`src/rtl/conv_window_scheduler_if.sv`:
```
// Window issue / result return handshake between the scheduler and the MAC engine.
interface conv_window_scheduler_if #(
  parameter int ADDR_W = 6
);
  logic              win_valid;
  logic              win_ready;
  logic [ADDR_W-1:0] win_base;
  logic              win_last;
  logic              res_valid;

  modport master (output win_valid, win_base, win_last, input win_ready, res_valid);
  modport slave  (input win_valid, win_base, win_last, output win_ready, res_valid);
endinterface

```
`src/rtl/conv_window_scheduler.sv`:
```
// Issues 3x3 window base addresses in row-major order, throttles windows in flight,
// and counts returned results until the whole output map is complete.
module conv_window_scheduler #(
  parameter int IFM_W        = 7,
  parameter int K            = 3,
  parameter int ADDR_W       = 6,
  parameter int MAX_INFLIGHT = 4
) (
  input  logic                     clk,
  input  logic                     rst_n,
  input  logic                     start,
  input  logic                     abort,
  conv_window_scheduler_if.master  win,
  output logic                     busy,
  output logic                     done,
  output logic                     err
);
  localparam int OUT_W = IFM_W - K + 1;
  localparam int TOTAL = OUT_W * OUT_W;
  localparam int CNT_W = $clog2(TOTAL + 1);
  localparam int IF_W  = $clog2(MAX_INFLIGHT + 1);
  localparam int COL_W = $clog2(OUT_W + 1);

  typedef enum logic [1:0] {IDLE, ISSUE, DRAIN, DONE} state_t;

  state_t            state_q, state_d;
  logic [COL_W-1:0]  col_q, col_d;
  logic [ADDR_W-1:0] base_q, base_d;
  logic [CNT_W-1:0]  issued_q, issued_d;
  logic [CNT_W-1:0]  results_q, results_d;
  logic [IF_W-1:0]   inflight_q, inflight_d;
  logic              valid_q, valid_d;
  logic              last_q, last_d;
  logic              busy_q, busy_d;
  logic              done_q, done_d;
  logic              err_q, err_d;
  logic              xfer, ret;

  assign xfer = valid_q & win.win_ready;
  assign ret  = win.res_valid;

  assign win.win_valid = valid_q;
  assign win.win_base  = base_q;
  assign win.win_last  = last_q;
  assign busy          = busy_q;
  assign done          = done_q;
  assign err           = err_q;

  always_ff @(posedge clk or negedge rst_n) begin
    if (!rst_n) begin
      state_q    <= IDLE;
      col_q      <= '0;
      base_q     <= '0;
      issued_q   <= '0;
      results_q  <= '0;
      inflight_q <= '0;
      valid_q    <= 1'b0;
      last_q     <= 1'b0;
      busy_q     <= 1'b0;
      done_q     <= 1'b0;
      err_q      <= 1'b0;
    end else begin
      state_q    <= state_d;
      col_q      <= col_d;
      base_q     <= base_d;
      issued_q   <= issued_d;
      results_q  <= results_d;
      inflight_q <= inflight_d;
      valid_q    <= valid_d;
      last_q     <= last_d;
      busy_q     <= busy_d;
      done_q     <= done_d;
      err_q      <= err_d;
    end
  end

  always_comb begin
    state_d    = state_q;
    col_d      = col_q;
    base_d     = base_q;
    issued_d   = issued_q;
    results_d  = results_q;
    inflight_d = inflight_q;
    err_d      = err_q;

    if (xfer && !ret)
      inflight_d = inflight_q + 1'b1;
    else if (!xfer && ret && inflight_q != '0)
      inflight_d = inflight_q - 1'b1;

    if (ret && (inflight_q == '0 || state_q == IDLE))
      err_d = 1'b1;

    case (state_q)
      IDLE: begin
        if (start) begin
          state_d = ISSUE;
          err_d   = 1'b0;
        end
      end
      ISSUE: begin
        if (ret)
          results_d = results_q + 1'b1;
        if (xfer) begin
          issued_d = issued_q + 1'b1;
          // base holds on the final window so win_base still reads the last address
          if (issued_q == CNT_W'(TOTAL - 1)) begin
            state_d = DRAIN;
          end else if (col_q == COL_W'(OUT_W - 1)) begin
            col_d  = '0;
            base_d = base_q + ADDR_W'(K);
          end else begin
            col_d  = col_q + 1'b1;
            base_d = base_q + 1'b1;
          end
        end
      end
      DRAIN: begin
        if (ret)
          results_d = results_q + 1'b1;
        if (results_d == CNT_W'(TOTAL))
          state_d = DONE;
      end
      DONE: begin
        state_d    = IDLE;
        col_d      = '0;
        base_d     = '0;
        issued_d   = '0;
        results_d  = '0;
        inflight_d = '0;
      end
      default: state_d = IDLE;
    endcase

    if (abort) begin
      state_d    = IDLE;
      col_d      = '0;
      base_d     = '0;
      issued_d   = '0;
      results_d  = '0;
      inflight_d = '0;
      err_d      = err_q;
    end

    // registered outputs follow the next state, so a freed slot shows one cycle later
    valid_d = (state_d == ISSUE) && (inflight_d < IF_W'(MAX_INFLIGHT));
    last_d  = (state_d == ISSUE) && (issued_d == CNT_W'(TOTAL - 1));
    busy_d  = (state_d == ISSUE) || (state_d == DRAIN);
    done_d  = (state_d == DONE);
  end
endmodule

```
`src/flat_wrapper.sv`:
```
// flat-port wrapper written by rule: the top's interface ports become plain ports
module conv_window_scheduler_flat 
#(
  parameter int IFM_W        = 7,
  parameter int K            = 3,
  parameter int ADDR_W       = 6,
  parameter int MAX_INFLIGHT = 4
)
  (clk, rst_n, start, abort, busy, done, err, win_win_valid, win_win_base, win_win_last, win_win_ready, win_res_valid);
  conv_window_scheduler_if #(.ADDR_W(ADDR_W)) win_i ();
  input  logic clk;
  input  logic rst_n;
  input  logic start;
  input  logic abort;
  output logic busy;
  output logic done;
  output logic err;
  output wire logic [$bits(win_i.win_valid)-1:0] win_win_valid;
  output wire logic [$bits(win_i.win_base)-1:0] win_win_base;
  output wire logic [$bits(win_i.win_last)-1:0] win_win_last;
  input wire logic [$bits(win_i.win_ready)-1:0] win_win_ready;
  input wire logic [$bits(win_i.res_valid)-1:0] win_res_valid;
  assign win_win_valid = win_i.win_valid;
  assign win_win_base = win_i.win_base;
  assign win_win_last = win_i.win_last;
  assign win_i.win_ready = win_win_ready;
  assign win_i.res_valid = win_res_valid;
  conv_window_scheduler #(.IFM_W(IFM_W), .K(K), .ADDR_W(ADDR_W), .MAX_INFLIGHT(MAX_INFLIGHT)) u_core (.clk(clk), .rst_n(rst_n), .start(start), .abort(abort), .win(win_i), .busy(busy), .done(done), .err(err));
endmodule
```
`config.mk`:
```
export PLATFORM = sky130hd
export DESIGN_NAME = conv_window_scheduler_flat
export DESIGN_NICKNAME = d
export VERILOG_FILES = /design/src/rtl/conv_window_scheduler_if.sv /design/src/rtl/conv_window_scheduler.sv /design/src/flat_wrapper.sv
export SDC_FILE = /design/constraint.sdc
export NUM_CORES = 1
export LEC_CHECK = 0
export BUFFER_PORTS_ARGS = -buffer_cell sky130_fd_sc_hd__buf_2
export CAP_MARGIN = 20
export CORE_MARGIN = 2
export CORE_UTILIZATION = 38
export DETAILED_ROUTE_END_ITERATION = 7
export GPL_TIMING_DRIVEN = 0
export PLACE_DENSITY = 0.57
export RECOVER_POWER = 25
export SETUP_SLACK_MARGIN = 0.15
export SLEW_MARGIN = 20
export SYNTH_ARGS = -nofsm -noshare
export SYNTH_HDL_FRONTEND = slang
export SYNTH_SLANG_ARGS = --single-unit
export TNS_END_PERCENT = 1
```
`constraint.sdc`:
```
create_clock -name clk -period 3.22 [get_ports clk]
set_input_delay 0.161 -clock clk [delete_from_list [all_inputs] [get_ports clk]]
set_output_delay 0.161 -clock clk [all_outputs]
set_load 0.005 [all_outputs]
```
==> Word-level counts from Yosys, hierarchy flattened <==
Index checks and enable logic that the tools add are counted.
{ "op_classes": {"muxes": 30, "bitwise": 1, "n_mul": 0, "addsub": 7, "n_reduce_logical": 16, "eq_ne": 12, "n_lt_le_gt_ge": 1, "div_mod_pow": 0, "shift": 0} }
{ "op_table": {"columns": ["operator", "count"], "rows": [
  ["2-to-1 mux 5 bit", 5],
  ["2-to-1 mux 3 bit", 8],
  ["2-to-1 mux 6 bit", 4],
  ["== test 5 bit (second input constant)", 3],
  ["one-hot mux 5 bit (3 select lines)", 1],
  ["one-hot mux 6 bit (2 select lines)", 1],
  ["adder 5 x 1 -> 5 bit (second input constant)", 2],
  ["2-to-1 mux 2 bit", 5],
  ["one-hot mux 5 bit (2 select lines)", 1],
  ["== test 2 bit (second input constant)", 4],
  ["one-hot mux 2 bit (4 select lines)", 1],
  ["adder 3 x 1 -> 3 bit (second input constant)", 2],
  ["adder 6 x 1 -> 6 bit (second input constant)", 1],
  ["adder 6 x 2 -> 6 bit (second input constant)", 1],
  ["logical AND 1 bit", 6],
  ["one-hot mux 3 bit (2 select lines)", 1],
  ["nonzero test 3 bit", 2],
  ["== test 2 x 1 -> 1 bit (second input constant)", 2],
  ["nonzero test 4 bit", 1],
  ["== test 3 bit (second input constant)", 1],
  ["zero test 3 bit", 1],
  ["< comparator 3 bit (second input constant)", 1],
  ["2-to-1 mux 1 bit", 3],
  ["inequality test 3 x 2 -> 1 bit (second input constant)", 1],
  ["other kinds (7)", 9]
]} }
{ "totals": {"inputBits": 6, "memories": 0, "ramBits": 0, "rom_bits": 0, "elab_cells": 78, "latchBits": 0, "regBits": 29, "output_inout_bits": 11} }

==> Longest topological paths before layout <==
{ "depth": {"ltp_word": 10, "ltp_mapped": 8, "mapped_depth_nobuf": 8} }

==> Worst setup path before layout <==
OpenSTA, ideal clock, no wires.
{ "synth_path": {"kind": "register to register", "start": "register u_core.results_q[0]", "end": "register u_core.last_q, in the netlist u_core.win.win_last", "required_time_ns": 3.119, "path_stages_with_launch": 9, "arrival_time_ns": 2.142, "n_path_buf": 0, "synth_period_minus_slack_ns": 2.243, "setup_ns": 0.101, "setup_slack_ns": 0.977, "cell_sequence": "dfrtp_1 ha_1 nor3b_2 a21oi_1 or4_1 a211oi_2 ha_1 o21ai_0 nor4_1"} }
{ "synth_between": {"elab_chain_cells": 9} }
{ "synth_lines": {"columns": ["item", "line_no", "text"], "rows": [
  ["start: declaration", "conv_window_scheduler.sv:30", "logic [CNT_W-1:0] results_q, results_d;"],
  ["start signal: assignment", "conv_window_scheduler.sv:67", "results_q <= results_d;"],
  ["adder 5 x 1 -> 5 bit", "conv_window_scheduler.sv:120", "results_d = results_q + 1'b1;"],
  ["2-to-1 mux 5 bit (*)", "conv_window_scheduler.sv:119", "if (ret)"],
  ["2-to-1 mux 5 bit (*)", "conv_window_scheduler.sv:94", "case (state_q)"],
  ["== test 5 bit (*)", "conv_window_scheduler.sv:121", "if (results_d == CNT_W'(TOTAL))"],
  ["2-to-1 mux 2 bit (*)", "conv_window_scheduler.sv:121", null],
  ["one-hot mux 2 bit (4 select lines) (*)", "conv_window_scheduler.sv:94", null],
  ["2-to-1 mux 2 bit (*)", "conv_window_scheduler.sv:135", "if (abort) begin"],
  ["net u_core.state_d[0]", "conv_window_scheduler.sv:26", "state_t state_q, state_d;"],
  ["== test 2 x 1 -> 1 bit (*)", "conv_window_scheduler.sv:147", "last_d = (state_d == ISSUE) && (issued_d == CNT_W'(TOTAL - 1));"],
  ["logical AND 1 bit (*)", "conv_window_scheduler.sv:147", null],
  ["net u_core.last_d", "conv_window_scheduler.sv:33", "logic last_q, last_d;"],
  ["end signal: assignment", "conv_window_scheduler.sv:70", "last_q <= last_d;"],
  ["end: declaration", "conv_window_scheduler.sv:33", null]
]} }
Mark *: on every way through the listed nets, which the timed path passes. The rest lies on a longest branch. The select of a mux whose other input is x is not followed.
A chain may end at the register's enable or synchronous reset.

==> Worst setup path in the final report <==
Same ends and word-level chain as after synthesis.

==> impl_results.rst <==
.. list-table::
   :header-rows: 1

   * - Metric
     - Value
   * - Status
     - complete, but fails checks
   * - Max incr delay on CP
     - 0.55 ns
   * - Startpoint class of the critical path
     - flip-flop
   * - Number of flops mapped to enable cells by yosys
     - 0
   * - Top post-synthesis cells by count
     - dfrtp_1, nand2_1, a21oi_1, nor2_1, ha_1
   * - Path class of the lowest-slack min-delay path
     - in2reg
   * - Width of the die
     - 68.44 um
   * - Most numerous cell in the Yosys netlist
     - dfrtp_1
   * - Classification of the worst setup path
     - reg2reg
   * - Final layout net count
     - 204
   * - Leftover overflow at the end of global routing
     - 0
   * - Worst path most repeated cell
     - ha_1
   * - Comb pwr share
     - 20.9%
   * - Post-layout total power
     - 871.0 uW
   * - Number of buffers between clock root and the deepest sink
     - 2
   * - Post-route clock period utilization
     - 79.02%
   * - Clock insertion delay at the later pin of the skew report
     - 0.27 ns
   * - Gp weighted congestion
     - 0.8410
   * - Synthesized netlist cell count
     - 162
   * - Violations in the final reports
     - capacitance limit, slew limit
   * - Via count of the first global-routing pass
     - 1,240
   * - Leading post-synthesis cells by cell area
     - dfrtp_1, ha_1, a21oi_1
   * - Fraction of synthesis flops using an asynchronous set or reset pin
     - 100.0%
   * - Buffering stage count on the worst path with inverters included
     - 0
   * - Number of antenna repair diodes
     - 0
   * - Count of hold-fix buffers inserted at cts
     - 1
   * - Proportion of netlist area held by the largest area contributor
     - 46.00%
   * - Share of cells above drive strength 1
     - 11.23%
   * - Detailed Routing Iterations Pass 1
     - 4
   * - Die outline height
     - 68.44 um
   * - FF+latch count, synth
     - 29
   * - Final core utilization
     - 45.10%
   * - DPL Wire Length
     - 2.290 mm
   * - Minimum period implied by the final worst setup slack
     - 2.544 ns
   * - Worst slew pin tran
     - 1.566 ns
   * - Mapped Area
     - 1578 um2
   * - End of the worst hold path
     - u_core.err$_DFFE_PN0N_
   * - Power density relative to cell area
     - 482.8 nW/um2
   * - Unrepaired setup endpoints after global routing
     - false
   * - Count of max-cap constraint violations
     - 1
   * - DR vias
     - 1,205
   * - Deepest level of the CTS H-tree
     - 2
   * - Leakage power
     - 0.0008211 uW
   * - Master cell of the clock root buffer
     - clkbuf_8
   * - Average via count per standard cell
     - 5.084
   * - Cell breakdown of the critical path
     - ha_1, nor3b_2, a21oi_1, or4_1, a211oi_2, ha_1, o21ai_0, nor4_1
   * - Design internal power
     - 621.8 uW
   * - Placement-stage cell area
     - 1720 um2
   * - Area enclosed by the die boundary
     - 4683 um2
   * - Largest fanout on the critical path
     - 5
   * - Tightest hold margin
     - 0.09027 ns
   * - Number of core rows
     - 23
   * - Number of setup buffers added after CTS
     - 0
   * - Clock-pin slew reported for the worst setup and hold paths after clock tree synthesis
     - 0.06 ns
   * - First-pass GRT wire length
     - 5.506 mm
   * - Avg Cell Area, Syn
     - 9.739 um2
   * - Iteration-0 DRC Markers
     - 48
   * - Crit path max-delay cell type
     - or4_1
   * - Number of distinct library cell variants in the gate-level netlist after synthesis
     - 33
   * - Post-CTS sizing
     - 0
   * - Data required time of the worst path
     - 3.38 ns
   * - Core Area
     - 4000 um2
   * - Cell family with the largest share of critical-path delay
     - simple AND/OR/NAND/NOR gates
   * - Count of clock tree sinks
     - 29
   * - Post-detailed-routing wire length
     - 3.113 mm
   * - Initial antenna violation count
     - 0
   * - Area occupied by multi-input gates
     - 792.0 um2
   * - Worst reg-to-reg path cell count
     - 8
   * - CTS tree
     - yes
   * - Antenna-violating nets left
     - 0
   * - Area grow syn2layout
     - 14.35%
   * - Switching fraction of total power
     - 28.61%
   * - Maximum number of pins on one net before global-route repair
     - 30
   * - Number of top-level design ports
     - 17
   * - Area of all placed cells without fillers
     - 1804 um2
   * - Quantity of I/O buffers inserted on ports
     - 16
   * - Clock share of power
     - 31.8%
   * - Max Slew Vio Count
     - 30
   * - Number of cells on the worst hold path
     - 2
   * - IR drop worst, VDD
     - 275.3 uV
   * - Total Negative Setup Slacks
     - 0 ns
   * - Warnings, synthesis
     - 0
   * - Hold violation count in the final report
     - 0
   * - Number of CTS-inserted buffers
     - 5
   * - Routed length per placed instance
     - 13.14 um
   * - Number of remaining DRC errors
     - 0
   * - Max-slew headroom at the worst pin
     - -4.423%
   * - Initial Utilization
     - 39.44%
   * - CP endpoint kind
     - flip-flop
   * - Crit path DAT
     - 2.71 ns
   * - Sequential cell area
     - 725.7 um2
   * - Destination of the worst register-to-register timing path
     - u_core.win.win_last$_DFF_PN0_
   * - Reg2reg setup slack
     - 0.68 ns
   * - Final setup violation count
     - 0
   * - Library cell with the largest summed area after synthesis
     - dfrtp_1
   * - Part of the total power dissipated in sequential elements
     - 47.3%
   * - Net count after synthesis
     - 180
   * - Combined global-route utilization of all metal layers
     - 15.74%
   * - Startpoint of the worst hold path
     - start
   * - Fill cells
     - 408
   * - Reg2reg start
     - u_core.results_q[0]$_DFFE_PN0P_
   * - Primary flip-flop cell chosen by synthesis mapping
     - dfrtp_1
   * - Fmax
     - 0.3930 GHz
   * - Sequential share of the synthesized area
     - 46.00%
   * - Fin Clk Skew
     - 0.003780 ns
   * - Psw
     - 249.2 uW
[logic make-up (layout without fill, tap and decap cells)]
kind of cell               count (synthesis)  in the layout  synth area share, %
DFF                                       29             29                46.00
and+or+nand+nor                           62             62                20.78
muxes                                      2              2                1.269
xor gates and xnor gates                  12             12                6.661
AOI/OAI and AO/OA                         31             31                11.50
adders and majority gates                 12             12                9.992
buffers and inverters                     14             39                3.807
[cell type report]
type	count	area share [%]
Multi-Input combinational cell	119	43.90
Sequential cell	29	40.22
Timing Repair Buffer	17	4.646
Clock buffer	8	4.438
Tap cell	50	3.467
Inverter	10	2.080
Buffer	4	1.248
[per-layer routing]
metal,global-route usage [%],routed length (um),vias to the layer above,part of all wire [%]
met2,25.84,1511,11,49
met4,3.750,29,0,0.93
met1,20.44,1500,579,48
met3,4.441,72,4,2.3
met5,0,0,-,0
li1,-,-,611,-
[worst reg2reg max path, delay by kind of cell, from the launching register on]
family | cells | cell delay [ns]
simple gates | 3 | 0.94
fa+ha+maj | 2 | 0.57
compound gates | 3 | 0.50
flops | 1 | 0.43
[power groups by stage]
stage | clock (uW) | combinational (uW) | sequential (uW)
global placement | 0 | 172 | 418
finish | 277 | 182 | 412
global route | 305 | 210 | 416
floorplan | 0 | 130 | 415
CTS | 289 | 186 | 412
detailed placement | 0 | 184 | 419
[registers in the layout, indices dropped and copies added (netlist names)]
| signal | count |
|---|---|
| u_core.busy | 1 |
| u_core.col_q | 3 |
| u_core.done | 1 |
| u_core.err | 1 |
| u_core.inflight_q | 3 |
| u_core.issued_q | 5 |
| u_core.results_q | 5 |
| u_core.state_q | 2 |
| u_core.win.win_base | 6 |
| u_core.win.win_last | 1 |
| u_core.win.win_valid | 1 |
[layout by cell type (no fill, tap or decap), types with 2 or more instances in the layout]
cell type  instances
nand2b_1           2
clkbuf_1          10
ha_1              11
buf_4              2
buf_2             11
a21oi_1           14
xor2_1             8
nand4b_1           3
or3_1              5
inv_1             10
and2_1             2
clkbuf_8           5
nand2_1           15
o21ai_0            8
a31oi_1            4
nand3b_1           2
nand4_1            5
nand3_1            5
xnor2_1            4
mux2i_1            2
nor2_1            13
dfrtp_1           29
nor3_1             4
[metrics by stage]
step,std cells,setup slack [ns]
global route,237,0.5194
floorplan,162,0.9771
global placement,228,0.7176
finish,237,0.6756
detailed placement,228,0.6681
CTS,237,0.6543
[worst max-delay path by stage]
stage	startpoint	endpoint	slack, ns	cells after the start
global route	u_core.results_q[0]$_DFFE_PN0P_	u_core.win.win_last$_DFF_PN0_	0.52	8
floorplan	u_core.results_q[0]$_DFFE_PN0P_	u_core.win.win_last$_DFF_PN0_	0.98	8
CTS	u_core.results_q[0]$_DFFE_PN0P_	u_core.win.win_last$_DFF_PN0_	0.65	8
detailed placement	u_core.results_q[0]$_DFFE_PN0P_	u_core.win.win_last$_DFF_PN0_	0.67	8
global placement	u_core.results_q[0]$_DFFE_PN0P_	u_core.win.win_last$_DFF_PN0_	0.72	8
finish	u_core.results_q[0]$_DFFE_PN0P_	u_core.win.win_last$_DFF_PN0_	0.68	8
No activity file was read; power rests on OpenSTA's default activity.
